===== src/rtl/seq_detect_pkg.sv =====
// Shared types, sizes and helpers for the programmable serial sequence detector.
package seq_detect_pkg;

    localparam int DEF_PAT_W = 8;
    localparam int DEF_CNT_W = 8;
    localparam int DEF_TO_W  = 16;
    localparam int LEN_W     = $clog2(DEF_PAT_W + 1);
    localparam int MASK_W    = 32;

    typedef enum logic [1:0] {
        IDLE  = 2'd0,
        ARMED = 2'd1,
        RUN   = 2'd2,
        DONE  = 2'd3
    } state_t;

    // Keep only the low 'len' bits of a pattern; bit 0 is the most recent bit.
    function automatic logic [MASK_W-1:0] mask_pat(input logic [MASK_W-1:0] pat,
                                                   input int unsigned       len);
        logic [MASK_W-1:0] m;
        m = '0;
        for (int unsigned i = 0; i < MASK_W; i++) begin
            if (i < len) m[i] = 1'b1;
        end
        return pat & m;
    endfunction

endpackage


===== src/rtl/seq_detect_if.sv =====
// Configuration channel of the sequence detector.
// Handshake: a config word transfers on a rising clock edge where cfg_valid && cfg_ready;
// the master holds all cfg_* fields stable while cfg_valid is high and not yet accepted.
interface seq_detect_if
    import seq_detect_pkg::*;
#(
    parameter int PAT_W = DEF_PAT_W,
    parameter int CNT_W = DEF_CNT_W,
    parameter int TO_W  = DEF_TO_W,
    parameter int LW    = $clog2(PAT_W + 1)
);
    logic             cfg_valid;
    logic             cfg_ready;
    logic [PAT_W-1:0] cfg_pattern;
    logic [LW-1:0]    cfg_len;
    logic             cfg_overlap;
    logic [CNT_W-1:0] cfg_target;
    logic [TO_W-1:0]  cfg_timeout;

    modport master (
        output cfg_valid, cfg_pattern, cfg_len, cfg_overlap, cfg_target, cfg_timeout,
        input  cfg_ready
    );

    modport slave (
        input  cfg_valid, cfg_pattern, cfg_len, cfg_overlap, cfg_target, cfg_timeout,
        output cfg_ready
    );

endinterface


===== src/rtl/seq_detect_ctrl_shift_cmp.sv =====
// History shift register plus length-masked compare; 'hit' reflects the history
// as it will be after the bit currently offered on 'a' is shifted in.
module seq_shift_cmp
    import seq_detect_pkg::*;
#(
    parameter int PAT_W = DEF_PAT_W,
    parameter int LW    = $clog2(PAT_W + 1)
) (
    input  logic             clk,
    input  logic             reset_n,
    input  logic             clear,
    input  logic             shift_en,
    input  logic             a,
    input  logic             overlap,
    input  logic [PAT_W-1:0] pattern,
    input  logic [LW-1:0]    len,
    output logic             hit
);

    logic [PAT_W-1:0]  hist_q, hist_d, new_hist;
    logic [LW-1:0]     hcnt_q, hcnt_d, new_hcnt;
    logic [MASK_W-1:0] hist_m, pat_m;

    always_comb begin
        new_hist = {hist_q[PAT_W-2:0], a};
        new_hcnt = (hcnt_q == LW'(PAT_W)) ? hcnt_q : hcnt_q + 1'b1;
        hist_m   = mask_pat(MASK_W'(new_hist), 32'(len));
        pat_m    = mask_pat(MASK_W'(pattern), 32'(len));
        hit      = shift_en && (hist_m == pat_m) && (new_hcnt >= len);

        hist_d = hist_q;
        hcnt_d = hcnt_q;
        if (clear) begin
            hist_d = '0;
            hcnt_d = '0;
        end else if (shift_en) begin
            hist_d = new_hist;
            // Without overlap the next match must be built from fresh bits only.
            hcnt_d = (hit && !overlap) ? '0 : new_hcnt;
        end
    end

    always_ff @(posedge clk or negedge reset_n) begin
        if (!reset_n) begin
            hist_q <= '0;
            hcnt_q <= '0;
        end else begin
            hist_q <= hist_d;
            hcnt_q <= hcnt_d;
        end
    end

endmodule


===== src/rtl/seq_detect_ctrl.sv =====
// Sequenced, configurable serial pattern detector: config -> arm -> run -> done,
// counting matches and ending on target, timeout or abort.
module seq_detect_ctrl
    import seq_detect_pkg::*;
#(
    parameter int PAT_W = DEF_PAT_W,
    parameter int CNT_W = DEF_CNT_W,
    parameter int TO_W  = DEF_TO_W
) (
    input  logic             clk,
    input  logic             reset_n,
    seq_detect_if.slave      cfg_if,
    input  logic             start,
    input  logic             abort,
    input  logic             clr,
    input  logic             a,
    input  logic             a_valid,
    output logic             match,
    output logic [CNT_W-1:0] match_count,
    output logic             busy,
    output logic             done,
    output logic             timeout_flag,
    output logic             cfg_err,
    output state_t           dbg_state
);

    localparam int LW = $clog2(PAT_W + 1);

    state_t           state_q, state_d;
    logic [PAT_W-1:0] pat_q, pat_d;
    logic [LW-1:0]    len_q, len_d;
    logic             ovl_q, ovl_d;
    logic [CNT_W-1:0] tgt_q, tgt_d;
    logic [TO_W-1:0]  to_q, to_d;
    logic             err_q, err_d;
    logic             match_q, match_d;
    logic [CNT_W-1:0] cnt_q, cnt_d, cnt_inc;
    logic [TO_W-1:0]  timer_q, timer_d;
    logic             tf_q, tf_d;
    logic             run_clear, hit, tgt_hit, to_hit, len_bad;

    seq_shift_cmp #(.PAT_W(PAT_W), .LW(LW)) u_shift_cmp (
        .clk      (clk),
        .reset_n  (reset_n),
        .clear    (run_clear),
        .shift_en ((state_q == RUN) && a_valid),
        .a        (a),
        .overlap  (ovl_q),
        .pattern  (pat_q),
        .len      (len_q),
        .hit      (hit)
    );

    always_comb begin
        cnt_inc = (cnt_q == '1) ? cnt_q : cnt_q + 1'b1;
        tgt_hit = hit && (tgt_q != '0) && (cnt_inc == tgt_q);
        to_hit  = (to_q != '0) && (timer_q == to_q - 1'b1);
        len_bad = (cfg_if.cfg_len == '0) || (cfg_if.cfg_len > LW'(PAT_W));

        state_d   = state_q;
        pat_d     = pat_q;
        len_d     = len_q;
        ovl_d     = ovl_q;
        tgt_d     = tgt_q;
        to_d      = to_q;
        err_d     = err_q;
        match_d   = 1'b0;
        cnt_d     = cnt_q;
        timer_d   = timer_q;
        tf_d      = tf_q;
        run_clear = 1'b0;

        case (state_q)
            IDLE: begin
                if (cfg_if.cfg_valid) begin
                    pat_d = cfg_if.cfg_pattern;
                    len_d = cfg_if.cfg_len;
                    ovl_d = cfg_if.cfg_overlap;
                    tgt_d = cfg_if.cfg_target;
                    to_d  = cfg_if.cfg_timeout;
                    err_d = len_bad;
                    if (!len_bad) state_d = ARMED;
                end
            end
            ARMED: begin
                if (abort) begin
                    state_d = IDLE;
                end else if (start) begin
                    state_d   = RUN;
                    run_clear = 1'b1;
                end
            end
            RUN: begin
                // Abort drops any match found this cycle and leaves the count untouched.
                if (abort) begin
                    state_d = IDLE;
                end else begin
                    timer_d = timer_q + 1'b1;
                    if (hit) begin
                        match_d = 1'b1;
                        cnt_d   = cnt_inc;
                    end
                    if (tgt_hit) begin
                        state_d = DONE;
                    end else if (to_hit) begin
                        state_d = DONE;
                        tf_d    = 1'b1;
                    end
                end
            end
            DONE: begin
                if (clr) begin
                    state_d = IDLE;
                end else if (start) begin
                    state_d   = RUN;
                    run_clear = 1'b1;
                end
            end
            default: state_d = IDLE;
        endcase

        if (run_clear) begin
            cnt_d   = '0;
            timer_d = '0;
            tf_d    = 1'b0;
        end
    end

    always_ff @(posedge clk or negedge reset_n) begin
        if (!reset_n) begin
            state_q <= IDLE;
            pat_q   <= '0;
            len_q   <= '0;
            ovl_q   <= 1'b0;
            tgt_q   <= '0;
            to_q    <= '0;
            err_q   <= 1'b0;
            match_q <= 1'b0;
            cnt_q   <= '0;
            timer_q <= '0;
            tf_q    <= 1'b0;
        end else begin
            state_q <= state_d;
            pat_q   <= pat_d;
            len_q   <= len_d;
            ovl_q   <= ovl_d;
            tgt_q   <= tgt_d;
            to_q    <= to_d;
            err_q   <= err_d;
            match_q <= match_d;
            cnt_q   <= cnt_d;
            timer_q <= timer_d;
            tf_q    <= tf_d;
        end
    end

    assign cfg_if.cfg_ready = (state_q == IDLE);
    assign match            = match_q;
    assign match_count      = cnt_q;
    assign busy             = (state_q == RUN);
    assign done             = (state_q == DONE);
    assign timeout_flag     = tf_q;
    assign cfg_err          = err_q;
    assign dbg_state        = state_q;

endmodule


===== src/flat_wrapper.sv =====
// flat-port wrapper written by rule: the top's interface ports become plain ports
module seq_detect_ctrl_flat import seq_detect_pkg::*;
#(
    parameter int PAT_W = DEF_PAT_W,
    parameter int CNT_W = DEF_CNT_W,
    parameter int TO_W  = DEF_TO_W
)
  (clk, reset_n, start, abort, clr, a, a_valid, match, match_count, busy, done, timeout_flag, cfg_err, dbg_state, cfg_if_cfg_valid, cfg_if_cfg_pattern, cfg_if_cfg_len, cfg_if_cfg_overlap, cfg_if_cfg_target, cfg_if_cfg_timeout, cfg_if_cfg_ready);
  seq_detect_if #(.PAT_W(PAT_W), .CNT_W(CNT_W), .TO_W(TO_W)) cfg_if_i ();
  input  logic clk;
  input  logic reset_n;
  input  logic start;
  input  logic abort;
  input  logic clr;
  input  logic a;
  input  logic a_valid;
  output logic match;
  output logic [CNT_W-1:0] match_count;
  output logic busy;
  output logic done;
  output logic timeout_flag;
  output logic cfg_err;
  output state_t dbg_state;
  input wire logic [$bits(cfg_if_i.cfg_valid)-1:0] cfg_if_cfg_valid;
  input wire logic [$bits(cfg_if_i.cfg_pattern)-1:0] cfg_if_cfg_pattern;
  input wire logic [$bits(cfg_if_i.cfg_len)-1:0] cfg_if_cfg_len;
  input wire logic [$bits(cfg_if_i.cfg_overlap)-1:0] cfg_if_cfg_overlap;
  input wire logic [$bits(cfg_if_i.cfg_target)-1:0] cfg_if_cfg_target;
  input wire logic [$bits(cfg_if_i.cfg_timeout)-1:0] cfg_if_cfg_timeout;
  output wire logic [$bits(cfg_if_i.cfg_ready)-1:0] cfg_if_cfg_ready;
  assign cfg_if_i.cfg_valid = cfg_if_cfg_valid;
  assign cfg_if_i.cfg_pattern = cfg_if_cfg_pattern;
  assign cfg_if_i.cfg_len = cfg_if_cfg_len;
  assign cfg_if_i.cfg_overlap = cfg_if_cfg_overlap;
  assign cfg_if_i.cfg_target = cfg_if_cfg_target;
  assign cfg_if_i.cfg_timeout = cfg_if_cfg_timeout;
  assign cfg_if_cfg_ready = cfg_if_i.cfg_ready;
  seq_detect_ctrl #(.PAT_W(PAT_W), .CNT_W(CNT_W), .TO_W(TO_W)) u_core (.clk(clk), .reset_n(reset_n), .cfg_if(cfg_if_i), .start(start), .abort(abort), .clr(clr), .a(a), .a_valid(a_valid), .match(match), .match_count(match_count), .busy(busy), .done(done), .timeout_flag(timeout_flag), .cfg_err(cfg_err), .dbg_state(dbg_state));
endmodule

===== config.mk =====
export PLATFORM = sky130hd
export DESIGN_NAME = seq_detect_ctrl_flat
export DESIGN_NICKNAME = d
export VERILOG_FILES = /design/src/rtl/seq_detect_pkg.sv /design/src/rtl/seq_detect_if.sv /design/src/rtl/seq_detect_ctrl_shift_cmp.sv /design/src/rtl/seq_detect_ctrl.sv /design/src/flat_wrapper.sv
export SDC_FILE = /design/constraint.sdc
export NUM_CORES = 1
export LEC_CHECK = 0
export CORE_MARGIN = 10
export CORE_UTILIZATION = 40
export DETAILED_ROUTE_END_ITERATION = 6
export GPL_ROUTABILITY_DRIVEN = 0
export HOLD_SLACK_MARGIN = 0.05
export PLACE_DENSITY = 0.71
export SYNTH_ARGS = -nofsm -noshare
export SYNTH_HDL_FRONTEND = slang
export SYNTH_HIERARCHICAL = 1
export SYNTH_SLANG_ARGS = --single-unit

===== constraint.sdc =====
create_clock -name clk -period 3.5 [get_ports clk]
set_clock_uncertainty 0.2 [all_clocks]
set_input_delay 0.35 -clock clk [delete_from_list [all_inputs] [get_ports clk]]
set_output_delay 0.35 -clock clk [all_outputs]
set_load 0.05 [all_outputs]

==> impl_metrics.json <==
{
  "status": "finished clean",
  "placed_cell_area_um2": 5230,
  "synth-simple-area-share_pct": 18.3,
  "via_per_inst": 5.50,
  "track_usage_pct": 13.2,
  "hold_viol": 0,
  "synth_compound_area_share_pct": 12.2,
  "final_nets": 566,
  "wl_um": 10500,
  "core-area_um2": 10900,
  "period_share_pct": 88.8,
  "yosys.area.top_type": "dfrtp_1",
  "min_delay_path_depth": 1,
  "pre_cts_ws_ns": 0.204,
  "area_delta_synth_final_pct": 23.3,
  "synth_fa_ha_area_share_pct": 2.78,
  "post-cts-setup-buffers": 0,
  "power_density_nw_per_um2": 693,
  "syn_nets": 510,
  "hpwl_um": 7630,
  "netlist_instances": 455,
  "fin_setup_tns_ns": 0,
  "muxShareOfSynthArea_pct": 11.7,
  "power.leakage_uw": 0.00219,
  "slowest_delay_ns": 0.63,
  "start_util_pct": 41.2,
  "grt_max_degree": 78,
  "reg2reg_depth": 6,
  "place_inst": 639,
  "syn_area_per_cell_um2": 9.90,
  "cp.depth": 6,
  "finish.instance_area_um2": 5550,
  "ys.flop_type": "dfrtp_1",
  "final.setup.worst_slack_ns": 0.390,
  "cts_root_buffer": "clkbuf_16",
  "yosys_register_bits": 77,
  "hp-class": "reg -> reg",
  "fmax_mhz": 322,
  "path_clk_slew_ns": 0.06,
  "ant_nets": 0,
  "critPathMaxFanout": 11,
  "grt.overflow.total": 0,
  "synthArstFlopShare_pct": 100,
  "wire_per_inst_um": 16.0,
  "yosysTopAreaCellShare_pct": 42.8,
  "antenna_cells": 0,
  "stdcell_count": 656,
  "grt_pass1_wl_um": 17800,
  "end_kind": "register",
  "antenna_found_initial": 0,
  "h-tree-depth": 3,
  "p_sw_uw": 1430,
  "arrival_ns": 3.16,
  "ys_top_cells_by_area": "dfrtp_1 43%, mux2_2 9.0%, xnor2_1 6.0%",
  "clk_latency_ns": 0.34,
  "sw_frac_of_total_pct": 37.1,
  "seqPwrFrac_pct": 39.2,
  "cts.path.max_buffers": 2,
  "p_int_uw": 2420,
  "grt_pass1_vias": 3691,
  "seq_area_frac_synth_pct": 42.8,
  "yosysUniqueCellTypes": 57,
  "cts_tree": "yes",
  "numCtsBuffers": 9,
  "worst_ir_drop_vdd_v": 0.000686,
  "combPwrFrac_pct": 36.6,
  "die_h_um": 126,
  "cp_data_required_time_ns": 3.55,
  "slew-limit-headroom_pct": 35.1,
  "numPortBuffers": 60,
  "layout-drive-gt1-share_pct": 13.8,
  "cp-start-kind": "register",
  "rsz0062_at_grt": "no",
  "die_area_um2": 15900,
  "worst-path-buf-inv": 0,
  "syn_area_um2": 4510,
  "drc": 0,
  "p_clk_share_pct": 24.2,
  "regArea_um2": 1930,
  "synth-edff-count": 0,
  "min_period_ns": 3.11,
  "crit_path_top_delay_cell": "or4_4",
  "yosys_warnings": 6,
  "crit_chain": "or4_4, or3_1, or4b_1, a32oi_1, o2111ai_1, o31ai_2",
  "cts_sinks": 77,
  "multi_input_area_um2": 2460,
  "setup_viol": 0,
  "fillers": 1008,
  "slew_violations": 0,
  "synth_top_family_by_area": "simple AND/OR/NAND/NOR gates",
  "vias": 3608,
  "die_w_um": 126,
  "tightest_slew_ns": 0.974,
  "synth-xor-area-share_pct": 9.14,
  "power_uw": 3850,
  "ioPinCount": 61,
  "rows": 38,
  "worstSetupPathType": "reg -> reg",
  "crit_family": "simple AND/OR/NAND/NOR gates",
  "dr.first_iter.drc_count": 302,
  "firstDrtPassIters": 5,
  "maxCapViolations": 0
}
[kinds of logic (layout without fill, tap and decap cells)]
| logic type | count (synthesis) | after routing |
|---|---|---|
| compound gates | 82 | 82 |
| xor+xnor | 47 | 47 |
| fa+ha+maj | 10 | 10 |
| buf+inv | 35 | 96 |
| flops | 77 | 77 |
| mux | 48 | 48 |
| simple gates | 156 | 156 |
[per-stage QoR]
step	util, %	hold WS, ns
2_1_floorplan	-	-0.146
5_1_grt	50.8	0.325
3_3_place_gp	47.9	0.285
6_report	50.8	0.299
3_5_place_dp	47.9	0.290
4_1_cts	50.7	0.305
[repair_timing]
| item | 4_1_cts | 5_1_grt |
|---|---|---|
| hold buffers | 1 | 0 |
| endpoints found under the setup margin | 0 | 2 |
| hold endpoints to repair | 77 | 0 |
| resized for setup | 0 | 4 |
[cells in the final DEF, fill, tap and decap left out, types with 3 or more instances in the layout]
| cell | Yosys | final |
|---|---|---|
| buf_4 | 1 | 5 |
| a21oi_1 | 14 | 14 |
| xor2_1 | 16 | 16 |
| clkbuf_16 | 0 | 9 |
| and3_1 | 3 | 3 |
| nand2b_1 | 6 | 6 |
| nor3_1 | 13 | 13 |
| clkdlybuf4s50_1 | 0 | 59 |
| xnor2_1 | 31 | 31 |
| ha_1 | 10 | 10 |
| nor2b_1 | 6 | 5 |
| a31oi_1 | 5 | 5 |
| mux2i_1 | 12 | 11 |
| nor2_1 | 41 | 40 |
| or3_1 | 9 | 9 |
| dfrtp_1 | 77 | 76 |
| nor4_1 | 7 | 7 |
| o21ai_1 | 5 | 5 |
| nand3_1 | 7 | 7 |
| nand4_1 | 7 | 7 |
| o21ai_0 | 24 | 24 |
| a32oi_1 | 4 | 4 |
| nor3b_1 | 3 | 3 |
| and2_1 | 4 | 3 |
| and4_1 | 4 | 4 |
| inv_1 | 15 | 15 |
| a311oi_1 | 4 | 4 |
| o2111ai_1 | 3 | 3 |
| mux2_2 | 36 | 36 |
| nand2_1 | 33 | 33 |
[state kept, by name, indices dropped and copies added, names as in the netlist]
register,count
u_core/u_shift_cmp/hcnt_q,4
u_core/tgt_q,8
u_core/ovl_q,1
u_core/u_shift_cmp/hist_q,7
u_core/cfg_err,1
u_core/dbg_state,2
u_core/timer_q,16
u_core/timeout_flag,1
u_core/len_q,4
u_core/match_count,8
u_core/match,1
u_core/to_q,16
u_core/pat_q,8
[cells in the mapped netlist (3+ instances only)]
library cell,number
dfrtp_1,77
nor2_1,41
mux2_2,36
nand2_1,33
xnor2_1,31
o21ai_0,24
clkbuf_1,18
xor2_1,16
inv_1,15
a21oi_1,14
nor3_1,13
mux2i_1,12
ha_1,10
or3_1,9
nand3_1,7
nand4_1,7
nor4_1,7
nand2b_1,6
nor2b_1,6
a31oi_1,5
o21ai_1,5
a311oi_1,4
a32oi_1,4
and2_1,4
and4_1,4
and3_1,3
nor3b_1,3
o2111ai_1,3
[area by class of cell]
type / count / share of cell area, %
clock inverter: 7 / 1.33
sequential: 77 / 34.7
clock buffer: 9 / 4.05
multi-input combinational: 343 / 44.2
timing repair buffer: 65 / 11.5
tap: 140 / 3.15
inverter: 15 / 1.01
[per-layer routing]
metal  vias to the layer above  share of wire [%]  GRT usage [%]
li1                       1754                  -              -
met1                      1744                 45           15.8
met2                        93                 49           21.8
met3                        17                4.5           4.11
met4                         0                1.8           4.69
met5                         -                  0              0
[final timing paths]
check / startpoint / endpoint / slack (ns)
max: u_core/to_q[2] / u_core/timeout_flag / 0.39
min: u_core/cfg_err / u_core/cfg_err / 0.30
max reg2reg: u_core/to_q[2] / u_core/timeout_flag / 0.39
min reg2reg: u_core/cfg_err / u_core/cfg_err / 0.30
max in group asynchronous: reset_n / u_core/u_shift_cmp/hcnt_q[0] / 1.90
min in group asynchronous: reset_n / u_core/timer_q[13] / 0.51
[power groups by stage]
| stage | Clock, uW | Sequential [uW] | Combinational (uW) |
|---|---|---|---|
| after global routing | 1000 | 1560 | 1550 |
| after detailed placement | 0 | 1520 | 1400 |
| after global placement | 0 | 1500 | 1350 |
| final | 929 | 1510 | 1410 |
| after CTS | 952 | 1510 | 1410 |
| after floorplan | 0 | 1450 | 1080 |
Note: power is estimated with default switching activity, not from simulation.
